## src/rtl/multicycle_control.sv

```systemverilog
// Main control FSM for the multicycle datapath. Walks each instruction
// through fetch, decode, execute, memory and writeback steps and drives
// every datapath mux/enable from the registered state (Moore), except
// ir_write/pc_write in FETCH which follow mem_ready.
//
// Memory handshake: the controller holds mem_read or mem_write (with
// i_or_d) steady in FETCH, MEM_RD and MEM_WR until mem_ready is seen high
// on a rising edge; that edge is the one on which the access completes and
// the FSM advances. mem_ready low simply stretches the state by a cycle.
module multicycle_control #(
    parameter int OPW = 6,
    parameter int STW = 4
) (
    input  logic           clk,
    input  logic           reset,
    input  logic [OPW-1:0] opcode,
    input  logic           mem_ready,
    output logic           pc_write,
    output logic           pc_write_cond,
    output logic           branch_ne,
    output logic [1:0]     pc_src,
    output logic           i_or_d,
    output logic           mem_read,
    output logic           mem_write,
    output logic           ir_write,
    output logic           reg_dst,
    output logic           mem_to_reg,
    output logic           reg_write,
    output logic           alu_src_a,
    output logic [1:0]     alu_src_b,
    output logic [1:0]     alu_op,
    output logic           zero_ext,
    output logic           illegal,
    output logic [STW-1:0] state
);

    typedef enum logic [STW-1:0] {
        S_FETCH    = STW'(0),
        S_DECODE   = STW'(1),
        S_MEM_ADDR = STW'(2),
        S_MEM_RD   = STW'(3),
        S_MEM_WB   = STW'(4),
        S_MEM_WR   = STW'(5),
        S_EXEC_R   = STW'(6),
        S_R_WB     = STW'(7),
        S_BRANCH   = STW'(8),
        S_JUMP     = STW'(9),
        S_EXEC_I   = STW'(10),
        S_I_WB     = STW'(11),
        S_TRAP     = STW'(12)
    } state_t;

    localparam logic [OPW-1:0] OP_RTYPE = OPW'('h00);
    localparam logic [OPW-1:0] OP_J     = OPW'('h02);
    localparam logic [OPW-1:0] OP_BEQ   = OPW'('h04);
    localparam logic [OPW-1:0] OP_BNE   = OPW'('h05);
    localparam logic [OPW-1:0] OP_ADDI  = OPW'('h08);
    localparam logic [OPW-1:0] OP_SLTI  = OPW'('h0A);
    localparam logic [OPW-1:0] OP_ANDI  = OPW'('h0C);
    localparam logic [OPW-1:0] OP_ORI   = OPW'('h0D);
    localparam logic [OPW-1:0] OP_LW    = OPW'('h23);
    localparam logic [OPW-1:0] OP_SW    = OPW'('h2B);

    state_t         state_q, state_d;
    logic [OPW-1:0] op_q, op_d;
    logic           logical_imm;

    // State and latched opcode registers
    always_ff @(posedge clk) begin
        if (reset) begin
            state_q <= S_FETCH;
            op_q    <= '0;
        end else begin
            state_q <= state_d;
            op_q    <= op_d;
        end
    end

    // andi/ori zero-extend their immediate; addi/slti sign-extend
    assign logical_imm = (op_q == OP_ANDI) || (op_q == OP_ORI);

    // Debug view of the state; reads FETCH while reset is held
    assign state = reset ? '0 : state_q;

    // Next-state logic and opcode capture in DECODE
    always_comb begin
        state_d = S_FETCH;
        op_d    = op_q;
        case (state_q)
            S_FETCH:    state_d = mem_ready ? S_DECODE : S_FETCH;
            S_DECODE: begin
                op_d = opcode;
                case (opcode)
                    OP_RTYPE:                           state_d = S_EXEC_R;
                    OP_LW, OP_SW:                       state_d = S_MEM_ADDR;
                    OP_BEQ, OP_BNE:                     state_d = S_BRANCH;
                    OP_J:                               state_d = S_JUMP;
                    OP_ADDI, OP_SLTI, OP_ANDI, OP_ORI:  state_d = S_EXEC_I;
                    default:                            state_d = S_TRAP;
                endcase
            end
            S_MEM_ADDR: state_d = (op_q == OP_LW) ? S_MEM_RD : S_MEM_WR;
            S_MEM_RD:   state_d = mem_ready ? S_MEM_WB : S_MEM_RD;
            S_MEM_WR:   state_d = mem_ready ? S_FETCH : S_MEM_WR;
            S_EXEC_R:   state_d = S_R_WB;
            S_EXEC_I:   state_d = S_I_WB;
            default:    state_d = S_FETCH;
        endcase
    end

    // Datapath control decode; everything is zero during reset
    always_comb begin
        pc_write      = 1'b0;
        pc_write_cond = 1'b0;
        branch_ne     = 1'b0;
        pc_src        = 2'b00;
        i_or_d        = 1'b0;
        mem_read      = 1'b0;
        mem_write     = 1'b0;
        ir_write      = 1'b0;
        reg_dst       = 1'b0;
        mem_to_reg    = 1'b0;
        reg_write     = 1'b0;
        alu_src_a     = 1'b0;
        alu_src_b     = 2'b00;
        alu_op        = 2'b00;
        zero_ext      = 1'b0;
        illegal       = 1'b0;
        if (!reset) begin
            case (state_q)
                S_FETCH: begin
                    mem_read  = 1'b1;
                    alu_src_b = 2'b01;
                    ir_write  = mem_ready;
                    pc_write  = mem_ready;
                end
                S_DECODE: begin
                    alu_src_b = 2'b11;
                end
                S_MEM_ADDR: begin
                    alu_src_a = 1'b1;
                    alu_src_b = 2'b10;
                end
                S_MEM_RD: begin
                    mem_read = 1'b1;
                    i_or_d   = 1'b1;
                end
                S_MEM_WB: begin
                    reg_write  = 1'b1;
                    mem_to_reg = 1'b1;
                end
                S_MEM_WR: begin
                    mem_write = 1'b1;
                    i_or_d    = 1'b1;
                end
                S_EXEC_R: begin
                    alu_src_a = 1'b1;
                    alu_op    = 2'b10;
                end
                S_R_WB: begin
                    reg_write = 1'b1;
                    reg_dst   = 1'b1;
                end
                S_BRANCH: begin
                    alu_src_a     = 1'b1;
                    alu_op        = 2'b01;
                    pc_write_cond = 1'b1;
                    pc_src        = 2'b01;
                    branch_ne     = (op_q == OP_BNE);
                end
                S_JUMP: begin
                    pc_write = 1'b1;
                    pc_src   = 2'b10;
                end
                S_EXEC_I: begin
                    alu_src_a = 1'b1;
                    alu_src_b = 2'b10;
                    alu_op    = 2'b11;
                    zero_ext  = logical_imm;
                end
                S_I_WB: begin
                    reg_write = 1'b1;
                    zero_ext  = logical_imm;
                end
                S_TRAP: begin
                    illegal = 1'b1;
                end
                default: begin
                end
            endcase
        end
    end

endmodule

```

## config.mk

```make
export PLATFORM = sky130hd
export DESIGN_NAME = multicycle_control
export DESIGN_NICKNAME = d
export VERILOG_FILES = /design/src/rtl/multicycle_control.sv
export SDC_FILE = /design/constraint.sdc
export NUM_CORES = 1
export LEC_CHECK = 0
export CAP_MARGIN = 20
export CORE_MARGIN = 4
export CORE_UTILIZATION = 35
export CTS_CLUSTER_DIAMETER = 200
export DETAILED_ROUTE_END_ITERATION = 7
export PLACE_DENSITY = 0.68
export SKIP_CTS_REPAIR_TIMING = 1
export SYNTH_ARGS = -nofsm -noshare
export SYNTH_HDL_FRONTEND = slang
export SYNTH_SLANG_ARGS = --single-unit
```

## constraint.sdc

```tcl
create_clock -name clk -period 1.3 [get_ports clk]
set_input_delay 0.26 -clock clk [delete_from_list [all_inputs] [get_ports clk]]
set_output_delay 0.26 -clock clk [all_outputs]
set_load 0.02 [all_outputs]
```

==> impl_metrics.tcl <==
set metrics [dict create \
    outcome "finished, violations left" \
    violations "setup timing" \
    max_freq_mhz 569 \
    netlist_area_um2 892 \
    syn_inst 126 \
    synth_area_per_cell_um2 7.08 \
    arrival_ns 1.50 \
    fp.dieW_um 58.5 \
    num_antenna_cells 0 \
    viasPerCell 5.48 \
    clockBufferDepth 2 \
    die_area_um2 3420 \
    hpwl_um 2390 \
    antenna_found_initial 0 \
    hold_ws_ns 0.524 \
    drtPass1Iterations 4 \
    grt_pass1_vias 1175 \
    fillers 150 \
    yosysMostFrequentCell "nor2_1" \
    hp-class "input pin to register" \
    drive_gt1_share_pct 64.0 \
    synthTopCellsByCount "nor2_1, nor3_1, dfxtp_1, nor4_1" \
    clkLatencyLatePin_ns 0.28 \
    synth_top_area_cell "dfxtp_1" \
    fin_worst_skew_ns 0.00407 \
    synth-seq-area-share_pct 22.4 \
    finalWorstSetupSlack_ns -0.456 \
    cp-end-kind "output port" \
    synthTopCellsByArea "dfxtp_1, nor2_1, mux2i_1" \
    grt_first_pass_wirelength_um 5090 \
    dp_slack_ns -1.14 \
    start_util_pct 36.3 \
    vdd_drop_max_mv 0.776 \
    globalRouteTotalUtil_pct 18.5 \
    synthesis.nets 135 \
    synth-seq-cells 10 \
    critPathKind "register to output port" \
    power_density_nw_per_um2 618 \
    port_buffers 31 \
    drt_wl_total_um 3770 \
    cts_tree "done" \
    drc 0 \
    htreeDepth 1 \
    setup_viol 31 \
    gp_congestion 0.874 \
    yosysUniqueCellTypes 39 \
    synth-edff-count 0 \
    met1_usage_pct 23.6 \
    drv_slew 0 \
    slew-limit-headroom_pct 75.1 \
    hold_viol_final 0 \
    grt.overflow.total 0 \
    startpoint_type "register" \
    critPathRequiredTime_ns 1.04 \
    wire_per_inst_um 16.6 \
    clk_pin_slew_worst_paths_ns 0.07 \
    num_rows 18 \
    dieHeight_um 58.5 \
    grt_max_degree 15 \
    yosys_warnings 0 \
    synth-main-ff-cell "dfxtp_1" \
    yosysTopAreaCellShare_pct 22.4 \
    ctsRootBufferMaster "clkbuf_4" \
    worstMarginPinSlew_ns 0.364 \
    postRouteAntennaNets 0 \
    layout.nets 207 \
    io-pin-count 32 \
    grt.busiest_layer "met2" \
    drt_iter0_markers 39 \
    leakage_nw 0.831 \
    met3_usage_pct 4.61 \
    cts_made_buffers 3 \
    synthArstFlopShare_pct 0 \
    rsz0062_at_grt "yes" \
    cap_violations 0 \
    final.period_utilization_pct 135 \
    coreArea_um2 2450 \
    area_growth_pct 122 \
    critPathMaxFanout 9 \
    clock-sinks 10 \
    vias 1245 \
    grtUsageMet2_pct 32.5 \
    period_minus_slack_ns 1.76 \
]
-- final cells by class --
type | count | area [µm²] | area share (%)
multi-input cells | 95 | 877 | 44.4
repair buffers | 83 | 783 | 39.6
flip-flops and latches | 10 | 216 | 10.9
well taps | 30 | 37.5 | 1.90
clock buffers | 4 | 36.3 | 1.84
inverters | 5 | 26.3 | 1.33
-- power breakdown --
group	switching (mW)	leakage (nW)	total (mW)	internal [mW]
Combinational	0.279	0.725	0.581	0.302
Sequential	0.0266	0.0855	0.351	0.324
Clock	0.119	0.0210	0.290	0.171
Total	0.424	0.831	1.22	0.797
-- layer usage --
metal,routed length (µm),vias to the layer above
met3,187,12
met4,102,0
met5,0,-
met2,2030,47
li1,-,597
met1,1450,589
-- worst paths after layout --
check             start         end  cells after the start  slack, ns
max          state_q[2]   reg_write                      5      -0.46
min           mem_ready  state_q[0]                      5       0.52
max reg2reg     op_q[1]  state_q[1]                      5      -0.25
min reg2reg     op_q[0]     op_q[0]                      2       0.55
-- registers in the layout, summed over array words and instances (netlist names) --
| name | flops |
|---|---|
| op_q | 6 |
| state_q | 4 |
-- placed cells by master (no fill, tap or decap), drive strengths merged, types with 2 or more instances in the layout --
cell type	netlist	layout
buf	9	71
nor2	17	17
nor3	13	13
dfxtp	10	10
nor4	9	9
clkbuf	7	8
a21oi	7	7
mux2i	6	6
nand2	5	5
inv	5	5
nand2b	5	5
o31ai	4	4
dlymetal6s2s	0	4
clkdlybuf4s50	0	4
o21ai	3	3
nor2b	3	3
and3	2	2
xnor2	2	2
or3	2	2
-- logic make-up (layout without fill, tap and decap cells) --
logic type      count (synthesis)  count (layout)  synth area share, %
compound gates                 24              24                 18.8
flops                          10              10                 22.4
simple gates                   62              62                 38.8
buf+inv                        21              92                 10.2
mux                             6               6                 6.73
xor+xnor                        3               3                 2.95
-- per-stage QoR --
stage | setup TNS (ns) | power (mW) | instances | instance area [µm²] | utilization, %
2_1_floorplan | -1.03 | 0.663 | 126 | 1190 | -
3_3_place_gp | -22.68 | 0.825 | 211 | 1690 | 68.8
5_1_grt | -10.14 | 1.27 | 227 | 1980 | 80.5
3_5_place_dp | -24.13 | 0.834 | 211 | 1690 | 68.8
6_report | -8.23 | 1.22 | 227 | 1980 | 80.5
4_1_cts | -23.30 | 1.12 | 215 | 1730 | 70.3
-- critical path: stages (launching register included) --
cell and delay, ns:
dfxtp_2 0.36, buf_4 0.20, inv_1 0.09, nor4_2 0.23, o21ba_2 0.17, clkbuf_2 0.17
Power figures use the tool's default switching activity.
